**config.mk**
```make
export PLATFORM = sky130hd
export DESIGN_NAME = mod_reduce_seq
export DESIGN_NICKNAME = d
export VERILOG_FILES = /design/src/rtl/modred_pkg.sv /design/src/rtl/mod_fold_step.sv /design/src/rtl/mod_reduce_seq.sv
export SDC_FILE = /design/constraint.sdc
export NUM_CORES = 1
export LEC_CHECK = 0
export CORE_ASPECT_RATIO = 0.5
export CORE_MARGIN = 2
export CORE_UTILIZATION = 54
export DETAILED_ROUTE_END_ITERATION = 6
export HOLD_SLACK_MARGIN = 0.12
export PLACE_DENSITY_LB_ADDON = 0.2
export SKIP_CTS_REPAIR_TIMING = 1
export SLEW_MARGIN = 15
export SYNTH_ARGS = -nofsm -noshare
export SYNTH_HDL_FRONTEND = slang
export SYNTH_SLANG_ARGS = --single-unit
```
**constraint.sdc**
```tcl
create_clock -name clk -period 5.76 [get_ports clk]
set_input_delay 1.44 -clock clk [delete_from_list [all_inputs] [get_ports clk]]
set_output_delay 1.44 -clock clk [all_outputs]
set_load 0.05 [all_outputs]
```
**src/rtl/modred_pkg.sv**
```systemverilog
// Shared types and elaboration-time helpers for the sequential modular reducer.
// MODRED_CHUNK2_EN selects two chunks per accumulate cycle instead of one.
package modred_pkg;

    typedef enum logic [2:0] {IDLE, ACC, FOLD, CORR, DONE} state_t;

`ifdef MODRED_CHUNK2_EN
    localparam int CHUNK_STEP = 2;
    localparam int ACC_EXTRA  = 1;
`else
    localparam int CHUNK_STEP = 1;
    localparam int ACC_EXTRA  = 0;
`endif

    function automatic int clog2(input longint v);
        int     r;
        longint t;
        r = 0;
        t = 1;
        while (t < v) begin
            t = t << 1;
            r++;
        end
        return r;
    endfunction

    function automatic int pow2_mod(input int e, input int m);
        longint r;
        r = 1 % m;
        for (int i = 0; i < e; i++) r = (r * 2) % m;
        return int'(r);
    endfunction

    function automatic int n_chunk(input int w, input int k);
        return (w + k - 1) / k;
    endfunction

    function automatic int acc_width(input int n, input int k);
        return 2 * k + clog2(n + 1) + ACC_EXTRA;
    endfunction

endpackage

```
**src/rtl/mod_fold_step.sv**
```systemverilog
// One folding step: acc_lo + acc_hi * (2^K mod MOD), congruent to acc and never wider.
module mod_fold_step
    import modred_pkg::*;
#(
    parameter int ACC_W = 26,
    parameter int K     = 11,
    parameter int C1    = 37
) (
    input  logic [ACC_W-1:0] acc_i,
    output logic [ACC_W-1:0] fold_o,
    output logic             hi_zero_o
);

    logic [ACC_W-K-1:0] acc_hi;

    assign acc_hi    = acc_i[ACC_W-1:K];
    // C1 < 2^(K-1), so the product plus a K-bit low part still fits in ACC_W bits
    assign fold_o    = ACC_W'(acc_i[K-1:0]) + ACC_W'(acc_hi) * ACC_W'(C1);
    assign hi_zero_o = (acc_hi == '0);

endmodule

```
**src/rtl/mod_reduce_seq.sv**
```systemverilog
// Multi-cycle X mod MOD: chunked multiply-accumulate, fold until < 2^K, one correction.
// Define MODRED_CHUNK2_EN to consume two chunks per ACC cycle (same residues, lower latency).
module mod_reduce_seq
    import modred_pkg::*;
#(
    parameter int W_IN = 100,
    parameter int MOD  = 2011,
    parameter int K    = 11
) (
    input  logic            clk,
    input  logic            rst,
    input  logic            in_valid,
    output logic            in_ready,
    input  logic [W_IN-1:0] in_x,
    output logic            out_valid,
    input  logic            out_ready,
    output logic [K-1:0]    out_r,
    output logic            busy
);

    localparam int N_CHUNK = n_chunk(W_IN, K);
    localparam int ACC_W   = acc_width(N_CHUNK, K);
    localparam int STEP    = CHUNK_STEP;
    localparam int N_STEPS = (N_CHUNK + STEP - 1) / STEP;
    localparam int N_PAD   = N_STEPS * STEP;
    localparam int PAD_W   = N_PAD * K;
    localparam int CNT_W   = clog2(N_STEPS + 1);
    localparam int C1      = pow2_mod(K, MOD);

    state_t             state_q;
    logic               in_ready_q;
    logic               out_valid_q;
    logic [K-1:0]       out_r_q;
    logic               busy_q;
    logic [ACC_W-1:0]   acc_q;
    logic [CNT_W-1:0]   idx_q;
    logic [PAD_W-1:0]   shreg_q;

    logic [STEP*K-1:0]  w_sel;
    logic [ACC_W-1:0]   mac_d;
    logic [ACC_W-1:0]   acc_d;
    logic [ACC_W-1:0]   fold_d;
    logic               hi_zero;
    logic [K-1:0]       corr_d;
    wire  [PAD_W-1:0]   w_all;

    // Constant weight table C[i] = 2^(K*i) mod MOD, padded chunk weights are harmless
    generate
        for (genvar gi = 0; gi < N_PAD; gi++) begin : g_weight
            assign w_all[gi*K +: K] = K'(pow2_mod(K * gi, MOD));
        end
    endgenerate

    always_comb begin
        w_sel = '0;
        for (int i = 0; i < N_STEPS; i++) begin
            if (idx_q == CNT_W'(i)) w_sel = w_all[i*STEP*K +: STEP*K];
        end
        mac_d = '0;
        for (int j = 0; j < STEP; j++) begin
            mac_d = mac_d + ACC_W'(shreg_q[j*K +: K]) * ACC_W'(w_sel[j*K +: K]);
        end
        acc_d  = acc_q + mac_d;
        corr_d = K'((acc_q >= ACC_W'(MOD)) ? acc_q - ACC_W'(MOD) : acc_q);
    end

    mod_fold_step #(
        .ACC_W (ACC_W),
        .K     (K),
        .C1    (C1)
    ) u_fold (
        .acc_i     (acc_q),
        .fold_o    (fold_d),
        .hi_zero_o (hi_zero)
    );

    always_ff @(posedge clk) begin
        if (rst) begin
            state_q     <= IDLE;
            in_ready_q  <= 1'b1;
            out_valid_q <= 1'b0;
            out_r_q     <= '0;
            busy_q      <= 1'b0;
            acc_q       <= '0;
            idx_q       <= '0;
            shreg_q     <= '0;
        end else begin
            case (state_q)
                IDLE: begin
                    if (in_valid) begin
                        shreg_q    <= PAD_W'(in_x);
                        acc_q      <= '0;
                        idx_q      <= '0;
                        in_ready_q <= 1'b0;
                        busy_q     <= 1'b1;
                        state_q    <= ACC;
                    end
                end
                ACC: begin
                    acc_q   <= acc_d;
                    shreg_q <= shreg_q >> (STEP * K);
                    idx_q   <= idx_q + 1'b1;
                    if (idx_q == CNT_W'(N_STEPS - 1)) state_q <= FOLD;
                end
                FOLD: begin
                    if (hi_zero) state_q <= CORR;
                    else         acc_q   <= fold_d;
                end
                CORR: begin
                    out_r_q     <= corr_d;
                    out_valid_q <= 1'b1;
                    state_q     <= DONE;
                end
                DONE: begin
                    // Return to IDLE only; a waiting operand is taken on the following edge
                    if (out_ready) begin
                        out_valid_q <= 1'b0;
                        in_ready_q  <= 1'b1;
                        busy_q      <= 1'b0;
                        state_q     <= IDLE;
                    end
                end
                default: begin
                    state_q    <= IDLE;
                    in_ready_q <= 1'b1;
                    busy_q     <= 1'b0;
                end
            endcase
        end
    end

    assign in_ready  = in_ready_q;
    assign out_valid = out_valid_q;
    assign out_r     = out_r_q;
    assign busy      = busy_q;

endmodule

```
==> flow_summary.ini <==
[outcome]
status = finished, violations left
violations = setup timing

[cts]
cts_inserted_buffers = 17
clk_latency_ns = 0.44
root_buffer = clkbuf_16
cts_tree = yes
htreeDepth = 4
cts.sinks = 147
cts_max_path_buffers = 2
clk_pin_slew_ns = 0.06

[cells_and_area]
stdcell_area_um2 = 16100
drive_gt1_share_pct = 12.4
syn_to_final_growth_pct = 21.8
fillerInstances = 1991
utilization_pct = 67.1
layout.nets = 2091
diodes = 0

[logic_synthesis]
yosysTopAreaCell = dfxtp_1
post_synth_and_or_nand_nor_area_fraction_pct = 16.0
synth_top_family_by_area = adder cells
synthCells = 1605
yosysWarningCount = 0
ys_seq_elements = 147
synth_top_area_share_pct = 22.2
synth-xor-area-share_pct = 1.85
syn_nets = 1957
synth_adder_area_share_pct = 30.2
syn_area_per_cell_um2 = 8.26
ys_types = 85
synth.mux.area_fraction_pct = 0.604
synthTopCellsByCount = inv_1 (243), nand2_1 (221), dfxtp_1 (147)
synth_compound_area_share_pct = 19.3
ys.flop_type = dfxtp_1
async_flop_share_pct = 0
synth.area.top_cells = dfxtp_1 (22%), fa_1 (18%), ha_1 (12%), inv_1 (6.9%), nand2_1 (6.3%)
netlist_area_um2 = 13300
synth_seq_area_share_pct = 22.2
synth_edf_count = 0
synth.most_common_cell = inv_1

[global_routing]
grt_pass1_vias = 11800
antenna_found_initial = 1
grt_pass1_wl_mm = 57.3
grt_util_all_layers_pct = 27.7
grt_max_degree = 102
gr-total-overflow = 0

[sta]
tightest_slew_ns = 1.08
worst_slack_ns = -0.163
setup_viol = 10
hold_violations = 0
rsz0062_at_grt = yes
min_period_ns = 5.92
tns_ns = -0.923
skew_ns = 0.0149
report.final.slew_viol_count = 0
worst_hold_slack_ns = 0.455
fmax_ghz = 0.169
period_share_pct = 103
slew_headroom_pct = 27.7

[critical_path]
crit_path_end = acc_q[17]$_SDFFE_PP0P_
crit-reg2reg-capture = acc_q[17]$_SDFFE_PP0P_
crit_path_max_fanout = 6
r2r_cells = 24
cp-start-kind = flop
endpoint_kind = flop
crit_type = reg2reg
cp.arrival_ns = 6.25
worstReg2RegStart = idx_q[0]$_SDFFE_PP0P_
cp.required_ns = 6.08
critPathLaunch = idx_q[0]$_SDFFE_PP0P_
rrSetupSlack_ns = -0.16

[power]
power_density_nw_per_um2 = 183
ir_drop_mv = 0.175
p_leak_nw = 7.26

[die]
die_h_um = 115
start_util_pct = 55.1
std_cell_rows = 40
core_area_um2 = 24100
ios = 118
die_x_um = 226
die-area_um2 = 25900

[placed_design]
hpwl_mm = 26.8
gp_congestion = 0.922
place_area_um2 = 15100
post-place-ws_ns = -0.343
port_buffers = 117

[detailed_routing]
drtAntennaViolNets = 0
drt-initial-drc-count = 776
post_drt_wl_per_cell_um = 17.2
drc = 0
wl_met1_mm = 15.5
first_pass_iters = 5
wl_met2_mm = 17.1
drt-total-wl_mm = 35.8
vias = 11900
dr.max_layer_used = met5
viasPerCell = 5.70
wl_met3_mm = 2.72

[job]
drv_cap = 0

[hold_path]
hp-class = reg2reg
-- critical path, stage by stage (launching register included) --
cell      delay (ns)
dfxtp_4         0.38
inv_2           0.06
ha_2            0.20
o211ai_1        0.33
buf_4           0.18
o21ai_2         0.05
buf_6           0.14
nand2_1         0.08
fa_1            0.45
fa_1            0.53
fa_1            0.52
inv_1           0.05
fa_1            0.48
inv_1           0.06
fa_1            0.52
inv_1           0.06
ha_4            0.17
nor3_2          0.17
o211ai_1        0.19
a221o_1         0.42
buf_4           0.15
a41oi_2         0.14
xor2_1          0.16
nor2_1          0.06
o31a_1          0.25
-- through the flow --
stage               instances  power, W
floorplan                1605   0.00161
global placement         2029   0.00184
detailed placement       2029   0.00187
CTS                      2058   0.00292
global route             2085   0.00311
finish                   2085   0.00296
-- layer usage --
metal / vias to the layer above / track usage [%]
met5: - / 0
met4: 2 / 6.18
met3: 50 / 7.56
met2: 362 / 47.6
met1: 5825 / 35.4
li1: 5637 / -
-- power breakdown --
| group | leakage, nW | switching [W] | total (W) | internal, W |
|---|---|---|---|---|
| combinational | 5.80 | 0.000416 | 0.000754 | 0.000338 |
| sequential | 1.20 | 0.0000694 | 0.00114 | 0.00108 |
| clock | 0.260 | 0.000460 | 0.00106 | 0.000600 |
| total | 7.26 | 0.000946 | 0.00296 | 0.00201 |
-- layout by cell type, fill, tap and decap left out, types with 5 or more instances in the layout --
master	Yosys	routed
inv_1	243	234
nand2_1	221	215
dfxtp_1	147	145
a21oi_1	145	135
clkdlybuf4s50_1	0	116
fa_1	120	114
ha_1	128	114
a22oi_1	90	90
buf_4	1	86
nor2_1	62	60
and2_1	49	49
o21ai_0	26	21
nor3_1	23	21
xnor2_1	21	21
a211oi_1	21	20
clkbuf_16	0	17
nand3_1	16	16
nand2b_1	12	12
o22ai_1	12	12
ha_4	0	12
or3_1	11	11
a221oi_1	11	11
inv_2	1	10
o211ai_1	8	8
a21oi_2	1	8
mux2i_1	8	8
a21o_1	8	8
o21ai_1	5	7
nand4_1	7	7
a31oi_1	9	7
o21a_1	7	7
xor2_1	7	7
nand2_2	0	6
fa_2	0	6
nor4_1	5	5
buf_6	2	5
-- kinds of logic (layout without fill, tap and decap cells) --
group,count (synthesis),after routing
compound gates,389,389
simple gates,445,445
buf+inv,340,484
mux,8,8
xor+xnor,28,28
flops,147,147
fa+ha+maj,248,248
-- final cells by class --
type                    instances  area (µm²)  share of cell area, %
multi-input cells            1118        9420                   58.3
flip-flops and latches        147        2950                   18.3
repair buffers                210        1890                   11.7
inverters                     245         923                   5.72
clock buffers                  18         439                   2.72
well taps                     336         420                   2.60
clock inverters                11         106                  0.659
-- registers in the layout, indices dropped and copies added, names as in the netlist --
name,flops
acc_q,26
busy,1
idx_q,4
in_ready,1
out_r,11
out_valid,1
shreg_q,100
state_q,3
-- worst min path at each step --
stage | startpoint | to | depth (start not counted)
floorplan | shreg_q[93]$_SDFFE_PP0P_ | shreg_q[93]$_SDFFE_PP0P_ | 2
global placement | shreg_q[68]$_SDFFE_PP0P_ | shreg_q[68]$_SDFFE_PP0P_ | 2
detailed placement | shreg_q[17]$_SDFFE_PP0P_ | shreg_q[17]$_SDFFE_PP0P_ | 2
CTS | shreg_q[17]$_SDFFE_PP0P_ | shreg_q[17]$_SDFFE_PP0P_ | 2
global route | shreg_q[70]$_SDFFE_PP0P_ | shreg_q[70]$_SDFFE_PP0P_ | 2
finish | shreg_q[38]$_SDFFE_PP0P_ | shreg_q[38]$_SDFFE_PP0P_ | 2
Note: power is estimated with default switching activity, not from simulation.
